===== src/rtl/digital_tube_driver_if.sv =====
// Display bus between a value source and the 8-digit 7-segment driver.
// The source drives the value and enable; the driver returns the pin drive.
interface digital_tube_driver_if;
  logic [31:0] disp_data;
  logic        en;
  logic [6:0]  seg;
  logic [7:0]  sel;

  modport master (output disp_data, output en, input seg, input sel);
  modport slave  (input disp_data, input en, output seg, output sel);
endinterface


===== src/rtl/digital_tube_driver.sv =====
// Multiplexed driver for an 8-digit, 7-segment display (active-low pins).
// A free-running divider advances the digit index every DIV clocks; the
// segment/select outputs are registered from the current index, so a new
// digit appears one edge after the index moves.
module digital_tube_driver #(
  parameter int CLK_FREQ  = 50_000_000,
  parameter int SCAN_FREQ = 1000
) (
  input logic                  clk,
  input logic                  rst,
  digital_tube_driver_if.slave bus
);
  localparam int DIV = CLK_FREQ / SCAN_FREQ;
  localparam int CW  = (DIV > 2) ? $clog2(DIV) : 1;
  localparam logic [CW-1:0] DIV_LAST = CW'(DIV - 1);

  // Hex nibble to active-low segments, {g,f,e,d,c,b,a}.
  function automatic logic [6:0] hex7(input logic [3:0] v);
    logic [6:0] s;
    case (v)
      4'h0: s = 7'h40;
      4'h1: s = 7'h79;
      4'h2: s = 7'h24;
      4'h3: s = 7'h30;
      4'h4: s = 7'h19;
      4'h5: s = 7'h12;
      4'h6: s = 7'h02;
      4'h7: s = 7'h78;
      4'h8: s = 7'h00;
      4'h9: s = 7'h10;
      4'hA: s = 7'h08;
      4'hB: s = 7'h03;
      4'hC: s = 7'h46;
      4'hD: s = 7'h21;
      4'hE: s = 7'h06;
      default: s = 7'h0E;
    endcase
    return s;
  endfunction

  logic [CW-1:0] div_cnt_q, div_cnt_d;
  logic [2:0]    idx_q, idx_d;
  logic [6:0]    seg_q, seg_d;
  logic [7:0]    sel_q, sel_d;
  logic [3:0]    nib;
  logic          wrap;

  // Scan timing: divider wraps every DIV clocks and bumps the digit index.
  // The scan runs independently of the enable.
  always_comb begin
    wrap      = (div_cnt_q == DIV_LAST);
    div_cnt_d = wrap ? '0 : div_cnt_q + 1'b1;
    idx_d     = wrap ? idx_q + 3'd1 : idx_q;
  end

  // Output drive for the currently indexed digit, or all dark when disabled.
  // disp_data is not latched; the live nibble is decoded every clock.
  always_comb begin
    nib   = bus.disp_data[{idx_q, 2'b00} +: 4];
    sel_d = 8'hFF;
    seg_d = 7'h7F;
    if (bus.en) begin
      sel_d = ~(8'b1 << idx_q);
      seg_d = hex7(nib);
    end
  end

  // State and output registers; reset wins over everything, even mid-digit.
  always_ff @(posedge clk) begin
    if (rst) begin
      div_cnt_q <= '0;
      idx_q     <= '0;
      sel_q     <= 8'hFF;
      seg_q     <= 7'h7F;
    end else begin
      div_cnt_q <= div_cnt_d;
      idx_q     <= idx_d;
      sel_q     <= sel_d;
      seg_q     <= seg_d;
    end
  end

  assign bus.sel = sel_q;
  assign bus.seg = seg_q;
endmodule


===== src/flat_wrapper.sv =====
// flat-port wrapper written by rule: the top's interface ports become plain ports
module digital_tube_driver_flat 
#(
  parameter int CLK_FREQ  = 50_000_000,
  parameter int SCAN_FREQ = 1000
)
  (clk, rst, bus_disp_data, bus_en, bus_seg, bus_sel);
  digital_tube_driver_if bus_i ();
  input logic clk;
  input logic rst;
  input wire logic [$bits(bus_i.disp_data)-1:0] bus_disp_data;
  input wire logic [$bits(bus_i.en)-1:0] bus_en;
  output wire logic [$bits(bus_i.seg)-1:0] bus_seg;
  output wire logic [$bits(bus_i.sel)-1:0] bus_sel;
  assign bus_i.disp_data = bus_disp_data;
  assign bus_i.en = bus_en;
  assign bus_seg = bus_i.seg;
  assign bus_sel = bus_i.sel;
  digital_tube_driver #(.CLK_FREQ(CLK_FREQ), .SCAN_FREQ(SCAN_FREQ)) u_core (.clk(clk), .rst(rst), .bus(bus_i));
endmodule

===== config.mk =====
export PLATFORM = sky130hd
export DESIGN_NAME = digital_tube_driver_flat
export DESIGN_NICKNAME = d
export VERILOG_FILES = /design/src/rtl/digital_tube_driver_if.sv /design/src/rtl/digital_tube_driver.sv /design/src/flat_wrapper.sv
export SDC_FILE = /design/constraint.sdc
export NUM_CORES = 1
export LEC_CHECK = 0
export BUFFER_PORTS_ARGS = -buffer_cell sky130_fd_sc_hd__buf_2
export CAP_MARGIN = 10
export CORE_UTILIZATION = 40
export CTS_CLUSTER_DIAMETER = 60
export DETAILED_ROUTE_END_ITERATION = 8
export GPL_TIMING_DRIVEN = 0
export PLACE_DENSITY = 0.66
export RECOVER_POWER = 25
export SYNTH_ARGS = -nofsm -noshare
export SYNTH_HDL_FRONTEND = slang
export SYNTH_SLANG_ARGS = --single-unit

===== constraint.sdc =====
create_clock -name clk -period 2.2 [get_ports clk]
set_input_delay 0.11 -clock clk [delete_from_list [all_inputs] [get_ports clk]]
set_output_delay 0.11 -clock clk [all_outputs]
set_load 0.01 [all_outputs]

# Word level (Yosys, flattened, before mapping)
# Memories as Yosys holds them, arrays and structs flattened. A register that Yosys moved wholly into a read port is not among the register bits.
# Cells that the tools add are included.
[totals]
ramBits = 0
latchBits = 0
ff_bits = 27
mem_count = 1
in_bits = 35
mem_bits_ro = 112
[op_classes]
shifts = 2
n_bitwise = 2
div = 0
eq_ne = 1
add_sub_neg = 2
mul = 0
n_reduce_logical = 2
n_mux = 0
n_lt_le_gt_ge = 0
[memory_table]
columns = ["memory", "words", "width", "read_ports", "rd_ports_with_merged_regs", "wr", "line_no", "rtl"]
rows = [
  ["(no name shown)", 16, 7, 1, 1, 0, "digital_tube_driver.sv:20", "case (v)"],
]
[op_table]
columns = ["op", "n"]
rows = [
  ["variable part select 32 x 6 -> 4 bit", 1],
  ["adder 16 x 1 -> 16 bit, second input constant", 1],
  ["== test 16 bit, second input constant", 1],
  ["NOT 8 bit", 1],
  ["<< shifter 1 x 3 -> 8 bit, first input constant", 1],
  ["OR reduction 2 bit", 2],
  ["adder 3 x 1 -> 3 bit, second input constant", 1],
  ["NOT 1 bit", 1],
]

# Depth between registers and ports, before layout
# Gate-level depths: netlist of the first run.
[logic_depth]
word_depth = 2
ltp_mapped = 8
ltp_nobuf = 7

# Worst setup path before layout of the first run
# Ideal clock, no wire load.
[synth_timing]
path_kind = "register -> register"
start = "reg u_core.idx_q[0]"
end = "reg u_core.seg_q[3] (netlist: u_core.bus.seg[3])"
path_slack_ns = -0.212
arrival_ns = 2.298
setup_ns = 0.114
path_stages_with_launch = 9
t_required_ns = 2.086
path_cell_list = "dfxtp_1 > buf_6 > mux4_1 > mux2i_1 > inv_1 > ha_1 > a21boi_0 > a211o_1 > a21o_1"
[synth_via]
elab_chain_len = 1
[synth_rtl]
columns = ["item", "line_no", "rtl"]
rows = [
  ["start, declared", "digital_tube_driver.sv:42", "logic [2:0] idx_q, idx_d;"],
  ["start signal, assigned", "digital_tube_driver.sv:77", "idx_q <= idx_d;"],
  ["variable part select 32 x 6 -> 4 bit", "digital_tube_driver.sv:59", "nib = bus.disp_data[{idx_q, 2'b00} +: 4];"],
  ["end, declared", "digital_tube_driver.sv:43", "logic [6:0] seg_q, seg_d;"],
]
# No other way between the ends.
# A chain may end at the register's enable or synchronous reset.

# Worst setup path in the final report of the first run
# Same ends and word-level chain as after synthesis.

==> results of run 1 <==
where the power goes:
part | internal, W | switching, W | total [W]
sequential | 0.000628 | 0.00000602 | 0.000634
combinational | 0.0000697 | 0.0000678 | 0.000138
clock | 0.000241 | 0.000204 | 0.000445
Yosys cell counts, types with 2 or more instances:
cell type / number
sky130_fd_sc_hd__o211ai_1: 3
sky130_fd_sc_hd__nor3_1: 2
sky130_fd_sc_hd__buf_2: 2
sky130_fd_sc_hd__xnor2_1: 7
sky130_fd_sc_hd__mux4_1: 5
sky130_fd_sc_hd__nand4_1: 3
sky130_fd_sc_hd__ha_1: 13
sky130_fd_sc_hd__nor2_1: 28
sky130_fd_sc_hd__nand2_1: 12
sky130_fd_sc_hd__xor2_1: 8
sky130_fd_sc_hd__nand2b_1: 3
sky130_fd_sc_hd__a21oi_1: 4
sky130_fd_sc_hd__o21ai_0: 4
sky130_fd_sc_hd__mux2_2: 2
sky130_fd_sc_hd__dfxtp_1: 34
sky130_fd_sc_hd__mux2i_1: 7
sky130_fd_sc_hd__buf_6: 4
sky130_fd_sc_hd__and3_1: 2
sky130_fd_sc_hd__nor4b_1: 2
sky130_fd_sc_hd__a31oi_1: 2
sky130_fd_sc_hd__inv_1: 7
sky130_fd_sc_hd__nand3_1: 11
worst min path at each step:
stage	to	cells after the start	slack (ps)
2_1_floorplan	u_core.idx_q[0]	1	170
3_3_place_gp	u_core.idx_q[0]	2	330
3_5_place_dp	u_core.idx_q[0]	2	340
4_1_cts	u_core.idx_q[0]	2	40
5_1_grt	u_core.idx_q[1]	2	70
6_report	u_core.idx_q[0]	2	40
registers in the layout, indices dropped and copies added, names as in the netlist:
| register | cells |
|---|---|
| u_core.idx_q | 3 |
| u_core.div_cnt_q | 16 |
| u_core.bus.seg | 7 |
| u_core.bus.sel | 8 |
metrics by stage:
stage	hold WS (ps)	instance area [um2]
5_1_grt	69.8	2290
6_report	44.8	2290
3_5_place_dp	345	2160
3_3_place_gp	335	2160
4_1_cts	44.9	2270
2_1_floorplan	175	1850
worst max-delay path, delay by kind of cell (launching register included):
family | cells | cell delay, ps
multiplexers | 2 | 790
AO/OA/AOI/OAI | 3 | 390
flip-flops | 1 | 360
adder cells (fa/ha/maj) | 1 | 250
buffers and inverters | 2 | 210
area by class of cell:
class	count	area, um2
plain buffers	7	70.1
clock buffers	6	82.6
fillers	408	2100
inverters	7	26.3
multi-input cells	136	1080
flip-flops and latches	34	684
well taps	52	65.1
repair buffers	55	275
cell families after synthesis:
kind of cell,share of synthesized area
simple gates,0.181
buf+inv,0.0464
mux,0.147
xor+xnor,0.0717
fa+ha+maj,0.0888
flops,0.372
compound gates,0.0936
what timing repair did:
action / 4_1_cts / 5_1_grt
hold buffers: 0 / 0
setup buffers: 3 / 3
setup endpoints to repair: 6 / 5
resized for setup: 5 / 4
gates cloned: 0 / 0
pin swaps: 0 / 1
metal layers:
layer	wire, um	share of wire	GRT usage	vias up
met2	1640	0.45	0.256	46
met4	66	0.018	0.0733	0
li1	-	-	-	768
met1	1680	0.46	0.194	652
met3	240	0.066	0.0523	6
met5	0	0	0	-
==> flow_metrics.tcl, run 1 <==
set metrics [dict create \
    outcome "completed" \
    routed_wl_um 3630 \
    area.growth.synth_to_final_pct 24.8 \
    maximum_fanout_encountered_on_the_critical_timing_path 8 \
    period_minus_slack_ps 2090 \
    final_nets 294 \
    globalplace.congestion 0.775 \
    tritoncts "done" \
    grt_pass1_wl_um 6050 \
    crit_end "u_core.bus.seg[3]" \
    critical_path.startpoint "u_core.idx_q[0]" \
    detail_route.drc_violations 0 \
    total_count_of_hold_check_failures_in_the_final_report 0 \
    clk_pin_slew_ps 60 \
    critical_path.reg2reg.endpoint "u_core.bus.seg[3]" \
    commonest_non_fill_non_tap_cell_in_the_layout "sky130_fd_sc_hd__buf_2" \
    initial_antenna_violation_count 0 \
    synth.largest_area_cell "sky130_fd_sc_hd__dfxtp_1" \
    synth_enable_flop_cells 0 \
    dr.first_iter.drc_count 69 \
    crit-reg2reg-launch "u_core.idx_q[0]" \
    start_kind "register" \
    grt_start_max_net_pins 11 \
    ys_ff_latch 34 \
    timing.critical_path.slowest_stage_cell "sky130_fd_sc_hd__mux4_1" \
    setup_viol 0 \
    reg2reg_setup_slack_ps 110 \
    hp-class "input pin to register" \
    portBuffers 49 \
    rel_slew_slack 0.708 \
    cts_max_path_buffers 2 \
    reg2regPathDepth 8 \
    final.setup.worst_slack_ps 110 \
    timing.critical_path.slowest_cell_delay_ps 590 \
    synth_area_leaders "sky130_fd_sc_hd__dfxtp_1 (37%), sky130_fd_sc_hd__ha_1 (8.9%), sky130_fd_sc_hd__mux4_1 (7.2%)" \
    drv_cap 0 \
    ys_types 41 \
    clock_latency_late_sink_ps 280 \
    final.setup_skew_ps 3.91 \
    core.rowCount 24 \
    core-area_mm2 0.00438 \
    worst_setup_path_end_kind "register" \
    drtAntennaViolNets 0 \
    post_synth_instance_area_mm2 0.00183 \
    hpwl_um 2820 \
    finalPower_w 0.00122 \
    crit_path_cell_trace "buf_12 > mux4_1 > mux2i_4 > inv_1 > ha_1 > o21ai_0 > o211ai_1 > a21o_1" \
    floorplan.io_pins 50 \
    cts_num_sinks 34 \
    routed_via_density 4.96 \
    cts.htree.levels 2 \
    rsz0062_at_grt "no" \
    final.setup.tns_ps 0 \
    routed_wire_length_per_instance_um 12.2 \
    globalRoute.totalOverflow 0 \
    ir_worst_vdd_v 0.000222 \
    fp.dieH_um 69.7 \
    ys.flop_type "sky130_fd_sc_hd__dfxtp_1" \
    drv_slew 0 \
    worst-setup-path-type "register to register" \
    dieArea_mm2 0.00485 \
    insertedDiodeCount 0 \
    drt_first_pass_iters 4 \
    cts-root-buf "sky130_fd_sc_hd__clkbuf_8" \
    syn_nets 232 \
    groute.usage.overall 0.160 \
    worst_pin_slew_ps 435 \
    dpl.cell_count 285 \
    yosysWarnings 0 \
    synthesized_area_per_cell_um2 9.96 \
    die-width_um 69.7 \
    p_per_area_mw_per_mm2 532 \
    max_freq_mhz 479 \
    final_layout_size_suffix_gt1_frac 0.294 \
    first_global_vias 1364 \
    critPathRequiredTime_ps 2380 \
    synth_top_area_frac 0.372 \
    initial_core_util 0.418 \
    dp_slack_ps -187 \
    worstHoldStart "rst" \
    final_min_period_over_clock_period 0.950 \
    post-route-util 0.521 \
    dr_total_vias 1472 \
    final_cells 297 \
    power.static_leakage_nw 0.931 \
    synthesis.instances 184 \
    worstPathArrival_ps 2270 \
    ys_seq_area_frac 0.372 \
    tritoncts.num_buffers 5 \
    layout_common_cells "sky130_fd_sc_hd__buf_2 (38), sky130_fd_sc_hd__dfxtp_1 (33), sky130_fd_sc_hd__nor2_1 (28)" \
    asyncSetResetFlopFracSynth 0 \
]
Power figures use the tool's default switching activity.
==> run 2: changes to the inputs <==
--- a/config.mk
+++ b/config.mk
@@ -11,7 +11,7 @@
 export CTS_CLUSTER_DIAMETER = 60
 export DETAILED_ROUTE_END_ITERATION = 8
 export GPL_TIMING_DRIVEN = 0
-export PLACE_DENSITY = 0.66
+export PLACE_DENSITY = 0.67
 export RECOVER_POWER = 25
 export SYNTH_ARGS = -nofsm -noshare
 export SYNTH_HDL_FRONTEND = slang
==> flow_metrics.tcl, run 2 (synthesized netlist as in run 1, its figures left out) <==
set metrics [dict create \
    drv_slew 0 \
    final_cells 303 \
    drtAntennaViolNets 0 \
    finalPower_w 0.00124 \
    timing.critical_path.slowest_cell_delay_ps 530 \
    portBuffers 49 \
    cts.htree.levels 2 \
    initial_antenna_violation_count 0 \
    multi_input_comb_area_mm2 0.00108 \
    grt_pass1_wl_um 6270 \
    n_fill_cell 408 \
    fp.dieH_um 69.7 \
    tritoncts.num_buffers 5 \
    routed_wire_length_per_instance_um 12.5 \
    clk_pin_slew_ps 70 \
    crit_path_cell_trace "buf_12 > mux4_2 > mux2i_4 > inv_2 > ha_1 > a21boi_0 > a211o_1 > a21o_1" \
    outcome "completed" \
    core-area_mm2 0.00438 \
    first_global_vias 1452 \
    largest_reg_flops 16 \
    initial_core_util 0.418 \
    globalplace.congestion 0.865 \
    final.setup_skew_ps 6.39 \
    dr_total_vias 1515 \
    clock_latency_late_sink_ps 280 \
    dpl.cell_count 285 \
    ff_latch_area_um2 686 \
    final_nets 298 \
    worst_setup_path_end_kind "register" \
    area.growth.synth_to_final_pct 26.6 \
    design_area_mm2 0.00232 \
    core.rowCount 24 \
    hpwl_um 2820 \
    reg2reg_setup_slack_ps 90 \
    floorplan.io_pins 50 \
    dr.first_iter.drc_count 74 \
    postCtsHoldBufs 0 \
    groute.usage.overall 0.163 \
    routed_wl_um 3780 \
    commonest_non_fill_non_tap_cell_in_the_layout "sky130_fd_sc_hd__buf_2" \
    worst_pin_slew_ps 440 \
    final_min_period_over_clock_period 0.959 \
    ir_worst_vdd_v 0.000218 \
    cts_num_sinks 34 \
    cts_max_path_buffers 2 \
    post-route-util 0.529 \
    power.static_leakage_nw 0.955 \
    detail_route.drc_violations 0 \
    final_layout_size_suffix_gt1_frac 0.311 \
    drv_cap 0 \
    hp-class "input pin to register" \
    maximum_fanout_encountered_on_the_critical_timing_path 8 \
    p_per_area_mw_per_mm2 535 \
    total_count_of_hold_check_failures_in_the_final_report 0 \
    grt_start_max_net_pins 11 \
    insertedDiodeCount 0 \
    die-width_um 69.7 \
    timing.critical_path.slowest_stage_cell "sky130_fd_sc_hd__mux4_2" \
    drt_first_pass_iters 5 \
    dp_slack_ps -201 \
    start_kind "register" \
    worstPathArrival_ps 2290 \
    cts-root-buf "sky130_fd_sc_hd__clkbuf_8" \
    rel_slew_slack 0.704 \
    routed_via_density 5.00 \
    tritoncts "done" \
    post_dp_cell_area_mm2 0.00216 \
    setup_viol 0 \
    max_flop_register "u_core.div_cnt_q" \
    period_minus_slack_ps 2110 \
    dieArea_mm2 0.00485 \
    globalRoute.totalOverflow 0 \
    worst-setup-path-type "register to register" \
    critPathRequiredTime_ps 2380 \
    layout_common_cells "sky130_fd_sc_hd__buf_2 (38), sky130_fd_sc_hd__dfxtp_1 (32), sky130_fd_sc_hd__nor2_1 (28)" \
    max_freq_mhz 474 \
    final.setup.worst_slack_ps 91.1 \
]
-- run 2: cell count changes in the layout (fill, tap and decap cells not counted), sizes merged --
cell    delta
buf        +4
clkinv     +1
clkbuf     +1
-- run 2: final timing paths --
path	end	depth (start not counted)	from
max	u_core.bus.seg[3]	8	u_core.idx_q[0]
min	u_core.idx_q[0]	2	rst
max reg2reg	u_core.bus.seg[3]	8	u_core.idx_q[0]
min reg2reg	u_core.div_cnt_q[0]	1	u_core.div_cnt_q[0]
-- run 2: layer usage --
| metal | wire length [um] | up-vias | global-route usage |
|---|---|---|---|
| li1 | - | 774 | - |
| met1 | 1780 | 685 | 0.209 |
| met2 | 1730 | 51 | 0.262 |
| met3 | 216 | 5 | 0.0451 |
| met4 | 51 | 0 | 0.0600 |
| met5 | 0 | - | 0 |
-- run 2: per-stage QoR --
stage / setup TNS (ps) / hold slack, ps
CTS: 0 / 33.7
detailed placement: -456 / 334
global route: -1.86 / 51.9
global placement: -381 / 334
finish: 0 / 36.3
floorplan: 0 / 175
-- run 2: where the power goes --
group	internal, W	total (W)	switching, W
logic	0.0000720	0.000140	0.0000681
clock network	0.000252	0.000467	0.000214
registers	0.000628	0.000634	0.00000618
total	0.000952	0.00124	0.000289
-- run 2: area by class of cell --
type                            instances  area share
Multi-Input combinational cell        136       0.464
Clock buffer                            7      0.0372
Buffer                                  7      0.0302
Clock inverter                          1     0.00216
Tap cell                               52      0.0280
Inverter                                7      0.0113
Timing Repair Buffer                   59       0.132
Sequential cell                        34       0.296
-- run 2: repair_timing --
| item | 4_1_cts | 5_1_grt |
|---|---|---|
| gates resized for setup | 6 | 2 |
| endpoints found under the setup margin | 5 | 2 |
| pin swaps | 0 | 1 |
| setup buffers | 4 | 6 |
-- run 2: critical path, delay by kind of cell (launching register included) --
kind                     cells  cell delay [ps]
adder cells (fa/ha/maj)      1              190
multiplexers                 2              710
buffers and inverters        2              200
flip-flops                   1              360
AO/OA/AOI/OAI                3              550
